## src/rtl/mac_header_parser.sv

```systemverilog
// Ingress header parser: captures DA/SA, folds them to MAC-table indices, issues lookup/learn
// and registers the returned egress port. Optional stats counters under MAC_PARSER_STATS_EN.
module mac_header_parser #(
    parameter int  pPORT_NUM = 4,
    parameter int  pSLOTS    = 256,
    localparam int PW        = $clog2(pPORT_NUM),
    localparam int IW        = $clog2(pSLOTS)
) (
    input  logic          iclk,
    input  logic          i_reset,
    input  logic [7:0]    i_data,
    input  logic          i_valid,
    input  logic          i_sof,
    input  logic          i_eof,
    output logic          o_ready,
    input  logic [PW-1:0] i_port_num,
    output logic          o_write_enable,
    output logic [PW-1:0] o_port_num,
    output logic [IW-1:0] o_MAC_SA,
    output logic [IW-1:0] o_MAC_DA,
    input  logic [PW-1:0] i_table_port,
    output logic          o_dst_valid,
    output logic [PW-1:0] o_dst_port,
    output logic          o_flood,
`ifdef MAC_PARSER_STATS_EN
    output logic [31:0]   o_frame_cnt,
    output logic [15:0]   o_runt_cnt,
    output logic [31:0]   o_learn_cnt,
`endif
    output logic          o_runt
);

    typedef enum logic [2:0] {
        S_IDLE, S_DA, S_SA, S_ISSUE, S_WAIT, S_DRAIN
    } state_t;

    state_t        state_q, state_d;
    logic [3:0]    cnt_q, cnt_d;
    logic [47:0]   da_q, da_d;
    logic [47:0]   sa_q, sa_d;
    logic          eof_q, eof_d;
    logic          runt_q, runt_d;
    logic          dst_valid_q, dst_valid_d;
    logic [PW-1:0] dst_port_q, dst_port_d;
    logic          flood_q, flood_d;
    logic [IW-1:0] mac_da_q, mac_da_d;
    logic [IW-1:0] mac_sa_q, mac_sa_d;
    logic [PW-1:0] port_q, port_d;

    logic          acc;
    logic          in_issue;
    logic [IW-1:0] fold_da;
    logic [IW-1:0] fold_sa;

    // Bit b of the MAC lands on bit (b mod IW): same as XOR of zero-padded IW-bit chunks.
    function automatic logic [IW-1:0] fold(input logic [47:0] mac);
        logic [IW-1:0] r;
        r = '0;
        for (int b = 0; b < 48; b++) begin
            r[b % IW] = r[b % IW] ^ mac[b];
        end
        return r;
    endfunction

    assign fold_da  = fold(da_q);
    assign fold_sa  = fold(sa_q);
    assign in_issue = (state_q == S_ISSUE);
    assign o_ready  = !(state_q == S_ISSUE || state_q == S_WAIT);
    assign acc      = i_valid && o_ready;

    assign o_write_enable = in_issue && !sa_q[40];
    assign o_MAC_DA       = in_issue ? fold_da : mac_da_q;
    assign o_MAC_SA       = in_issue ? fold_sa : mac_sa_q;
    assign o_port_num     = in_issue ? i_port_num : port_q;
    assign o_dst_valid    = dst_valid_q;
    assign o_dst_port     = dst_port_q;
    assign o_flood        = flood_q;
    assign o_runt         = runt_q;

    always_comb begin
        state_d     = state_q;
        cnt_d       = cnt_q;
        da_d        = da_q;
        sa_d        = sa_q;
        eof_d       = eof_q;
        runt_d      = 1'b0;
        dst_valid_d = 1'b0;
        dst_port_d  = dst_port_q;
        flood_d     = flood_q;
        mac_da_d    = mac_da_q;
        mac_sa_d    = mac_sa_q;
        port_d      = port_q;

        case (state_q)
            S_IDLE, S_DA, S_SA, S_DRAIN: begin
                if (acc && i_sof) begin
                    // An sof mid-header aborts the partial frame; in DRAIN it just closes it.
                    runt_d = (state_q == S_DA || state_q == S_SA) || i_eof;
                    da_d   = {40'b0, i_data};
                    if (i_eof) begin
                        state_d = S_IDLE;
                        cnt_d   = 4'd0;
                    end else begin
                        state_d = S_DA;
                        cnt_d   = 4'd1;
                    end
                end else if (acc && state_q == S_DRAIN) begin
                    if (i_eof) state_d = S_IDLE;
                end else if (acc && (state_q == S_DA || state_q == S_SA)) begin
                    if (i_eof && !(state_q == S_SA && cnt_q == 4'd11)) begin
                        runt_d  = 1'b1;
                        state_d = S_IDLE;
                        cnt_d   = 4'd0;
                    end else if (state_q == S_DA) begin
                        da_d  = {da_q[39:0], i_data};
                        cnt_d = cnt_q + 4'd1;
                        if (cnt_q == 4'd5) state_d = S_SA;
                    end else begin
                        sa_d  = {sa_q[39:0], i_data};
                        cnt_d = cnt_q + 4'd1;
                        if (cnt_q == 4'd11) begin
                            state_d = S_ISSUE;
                            eof_d   = i_eof;
                        end
                    end
                end
            end
            S_ISSUE: begin
                mac_da_d = fold_da;
                mac_sa_d = fold_sa;
                port_d   = i_port_num;
                state_d  = S_WAIT;
            end
            S_WAIT: begin
                dst_valid_d = 1'b1;
                dst_port_d  = i_table_port;
                flood_d     = da_q[40];
                cnt_d       = 4'd0;
                state_d     = eof_q ? S_IDLE : S_DRAIN;
            end
            default: state_d = S_IDLE;
        endcase
    end

    always_ff @(posedge iclk) begin
        if (i_reset) begin
            state_q     <= S_IDLE;
            cnt_q       <= 4'd0;
            da_q        <= '0;
            sa_q        <= '0;
            eof_q       <= 1'b0;
            runt_q      <= 1'b0;
            dst_valid_q <= 1'b0;
            dst_port_q  <= '0;
            flood_q     <= 1'b0;
            mac_da_q    <= '0;
            mac_sa_q    <= '0;
            port_q      <= '0;
        end else begin
            state_q     <= state_d;
            cnt_q       <= cnt_d;
            da_q        <= da_d;
            sa_q        <= sa_d;
            eof_q       <= eof_d;
            runt_q      <= runt_d;
            dst_valid_q <= dst_valid_d;
            dst_port_q  <= dst_port_d;
            flood_q     <= flood_d;
            mac_da_q    <= mac_da_d;
            mac_sa_q    <= mac_sa_d;
            port_q      <= port_d;
        end
    end

`ifdef MAC_PARSER_STATS_EN
    logic [31:0] frame_cnt_q;
    logic [15:0] runt_cnt_q;
    logic [31:0] learn_cnt_q;

    always_ff @(posedge iclk) begin
        if (i_reset) begin
            frame_cnt_q <= '0;
            runt_cnt_q  <= '0;
            learn_cnt_q <= '0;
        end else begin
            if (in_issue)       frame_cnt_q <= frame_cnt_q + 32'd1;
            if (runt_q)         runt_cnt_q  <= runt_cnt_q + 16'd1;
            if (o_write_enable) learn_cnt_q <= learn_cnt_q + 32'd1;
        end
    end

    assign o_frame_cnt = frame_cnt_q;
    assign o_runt_cnt  = runt_cnt_q;
    assign o_learn_cnt = learn_cnt_q;
`endif

endmodule

```

## config.mk

```make
export PLATFORM = sky130hd
export DESIGN_NAME = mac_header_parser
export DESIGN_NICKNAME = d
export VERILOG_FILES = /design/src/rtl/mac_header_parser.sv
export SDC_FILE = /design/constraint.sdc
export NUM_CORES = 1
export LEC_CHECK = 0
export BUFFER_PORTS_ARGS = -buffer_cell sky130_fd_sc_hd__buf_4
export CORE_MARGIN = 2
export CORE_UTILIZATION = 55
export DETAILED_ROUTE_END_ITERATION = 8
export PLACE_DENSITY_LB_ADDON = 0.05
export SLEW_MARGIN = 20
export SYNTH_ARGS = -nofsm -noshare
export SYNTH_HDL_FRONTEND = slang
export SYNTH_SLANG_ARGS = --single-unit
export TNS_END_PERCENT = 100
```

## constraint.sdc

```tcl
create_clock -name iclk -period 1.8 [get_ports iclk]
set_input_delay 0.27 -clock iclk [delete_from_list [all_inputs] [get_ports iclk]]
set_output_delay 0.27 -clock iclk [all_outputs]
set_load 0.01 [all_outputs]
```

==> flow_metrics.py <==
metrics = {
    "synth": {
        "postSynthAreaPerCell_um2": 8.57,
        "synth_fa_ha_area_share_pct": 0.451,
        "synth_compound_area_share_pct": 15.7,
        "synth_cell_types": 46,
        "synth-xor-area-share_pct": 12.8,
        "synth.top_cell.area_share_pct": 45.9,
        "synth.area.mux_share_pct": 2.23,
        "yosysTopAreaCell": "dfxtp_1",
        "synth_simple_gate_area_share_pct": 18.6,
        "synth_area_leaders": "dfxtp_1 (46%), xnor2_1 (13%), nand2_1 (8.5%), a22oi_1 (5.6%), a21oi_1 (5.1%)",
        "yosysSeqAreaShare_pct": 45.9,
        "synth_top_family_by_area": "simple AND/OR/NAND/NOR gates",
        "synth_seq_cells": 127,
        "netlist_area_um2": 5540,
        "netlist_instances": 647,
        "synth_nets": 666,
        "ys_warn_count": 0,
    },
    "floorplan": {
        "die_h_um": 104,
        "num_rows": 36,
        "dieArea_um2": 10900,
        "pin_count": 42,
        "die-width_um": 104,
        "start_util_pct": 56.7,
        "core_area_um2": 9770,
    },
    "global_routing": {
        "grt_max_degree": 49,
        "grt_pass1_vias": 4128,
        "grt.total_usage_pct": 21.6,
        "gr-total-overflow": 0,
        "antenna_found_initial": 0,
        "grt_pass1_wl_um": 19200,
    },
    "worst_hold_path": {
        "hold_path.class": "input port to flop",
        "holdCritStartpoint": "i_data[2]",
        "holdPathStages": 3,
        "hold_path_end": "da_q[2]",
    },
    "pwr": {
        "finalPower_mw": 8.07,
        "ir_drop_v": 0.000698,
        "cellPowerDensity_nw_per_um2": 1010,
        "p_leak_nw": 2.94,
    },
    "sta": {
        "fin_setup_tns_ps": -19330,
        "finalCriticalPeriod_ps": 2070,
        "final_hold_viol_count": 0,
        "worst_slew_pin_slew_ps": 555,
        "finalCritPeriodShare_pct": 115,
        "worst_slack_ps": -271,
        "rsz0062_at_grt": "true",
        "setup-violations-final": 112,
        "relSlewSlack_pct": 63.0,
        "maxSlewViolCount": 0,
        "fmax_mhz": 483,
        "skew_ps": 6.54,
    },
    "worst_setup_path": {
        "critical_path_required_ps": 2250,
        "reg2reg_from": "state_q[2]",
        "crit_arrival_ps": 2520,
        "path_class": "flop to flop",
        "cp_max_fo": 8,
        "reg2reg_depth": 9,
        "start_kind": "flop",
        "cp-end-kind": "flop",
        "rr_endpoint": "sa_q[16]",
        "r2r_setup_slack_ps": -270,
    },
    "route": {
        "drt-pass1-iter-count": 5,
        "drc": 0,
        "drt-total-wl_um": 15000,
        "initialDrtViolationCount": 232,
        "detail-route-antenna-nets": 0,
        "via_count": 4856,
        "wire_per_inst_um": 17.1,
        "vias_per_cell": 5.56,
    },
    "final_layout": {
        "final_nets": 747,
        "instances_no_fill": 873,
        "diodes": 0,
        "final_layout_size_suffix_gt1_share_pct": 41.5,
        "synthToLayoutAreaGrowth_pct": 44.2,
        "stdcell_area_um2": 7990,
    },
    "cts": {
        "htree_levels": 4,
        "clk_latency_ps": 520,
        "cts.clk_slew.worst_paths_ps": 60,
        "cts_tree": "built",
        "root_buffer": "clkbuf_8",
        "cts_buffers": 17,
        "cts.sinks": 127,
        "clockBufferDepth": 2,
    },
    "place": {
        "dp.cells": 796,
        "port_buffers": 41,
        "place_area_um2": 6070,
        "gp_congestion": 0.857,
        "place_ws_ps": 15.4,
        "place_hpwl_um": 6970,
    },
    "outcome": {
        "status": "finished, violations left",
        "violations": "negative setup slack",
    },
    "flow_run": {
        "max_cap_violations": 0,
    },
}
worst max-delay path: stages (launching register included):
cell	delay [ps]
dfxtp_4	340
buf_4	130
buf_6	110
buf_6	110
or3b_4	440
a211oi_4	240
buf_6	220
clkbuf_16	200
nand2_2	70
a21oi_2	130
cells by family (layout without fill, tap and decap cells):
| group | count (synthesis) | after routing |
|---|---|---|
| AND/OR/NAND/NOR | 236 | 236 |
| XOR/XNOR | 81 | 81 |
| flip-flops | 127 | 127 |
| multiplexers | 12 | 12 |
| adder cells (fa/ha/maj) | 2 | 2 |
| AO/OA/AOI/OAI | 140 | 141 |
| buffers and inverters | 49 | 141 |
synth_stat cells (all sizes together):
library cell / number
a211o: 2
o211a: 1
and2: 4
a2111oi: 1
nand2b: 7
nand3: 2
and3b: 1
mux2i: 9
nand2: 125
nand3b: 3
and3: 3
a22oi: 41
inv: 3
dfxtp: 127
or2: 1
buf: 23
o21bai: 1
a21o: 1
nor3b: 2
a221oi: 1
a21oi: 57
a31oi: 2
clkbuf: 23
a211oi: 3
o211ai: 1
o32ai: 2
mux2: 3
nor2b: 19
ha: 2
o21ai: 25
a311oi: 1
xnor2: 81
nand4: 1
nor3: 4
a41oi: 1
nor2: 60
or3b: 4
cells in the final DEF (no fill, tap or decap), drive strengths merged, types with 7 or more instances in the layout:
cell / n
xnor2: 81
nor2: 60
nor2b: 19
o21ai: 25
dfxtp: 127
buf: 91
clkinv: 7
nand2b: 7
nand2: 125
clkbuf: 31
dlygate4sd3: 8
mux2i: 9
a22oi: 41
a21oi: 57
repair_timing:
item / CTS / global route
gates cloned: 1 / 14
buffers inserted: 13 / 12
hold buffers: 8 / 0
hold endpoints to repair: 8 / 0
endpoints found under the setup margin: 21 / 120
resized for setup: 40 / 189
pin swaps: 19 / 74
worst max path at each step:
| stage | slack, ps | start | endpoint |
|---|---|---|---|
| after global routing | -340 | state_q[2] | sa_q[46] |
| after detailed placement | 20 | state_q[2] | state_q[1] |
| final | -270 | state_q[2] | sa_q[16] |
| after global placement | 50 | state_q[2] | state_q[2] |
| after floorplan | 110 | i_eof | da_q[36] |
| after CTS | -230 | state_q[2] | o_port_num[1] |
final cells by class:
cell class              instances  area [um2]
inverters                       3        11.3
clock inverters                 8        65.1
multi-input cells             472        3570
clock buffers                  23         457
well taps                     133         166
flip-flops and latches        127        2590
fillers                       595        1780
repair buffers                107        1140
report_power, final:
part           switching (mW)  internal [mW]  leakage, nW
Sequential             0.0880           2.91         1.04
Combinational            1.11          0.918         1.64
Clock                    1.17           1.88        0.265
per-layer routing:
metal	track usage (%)	part of all wire, %
met1	28.0	43
met2	34.4	51
met3	5.14	4.0
met4	9.36	2.0
met5	0	0
state kept, by name, summed over array words and instances (netlist names):
name / cells
cnt_q: 4
sa_q: 48
da_q: 48
o_dst_port: 2
state_q: 3
o_runt: 1
eof_q: 1
mac_da_q: 8
o_flood: 1
o_dst_valid: 1
mac_sa_q: 8
port_q: 2
metrics by stage:
step	util, %	hold slack [ps]
3_3_place_gp	62.1	445
5_1_grt	81.8	6.20
2_1_floorplan	-	406
3_5_place_dp	62.1	451
6_report	81.8	22.0
4_1_cts	70.4	4.35
Note: power is estimated with default switching activity, not from simulation.
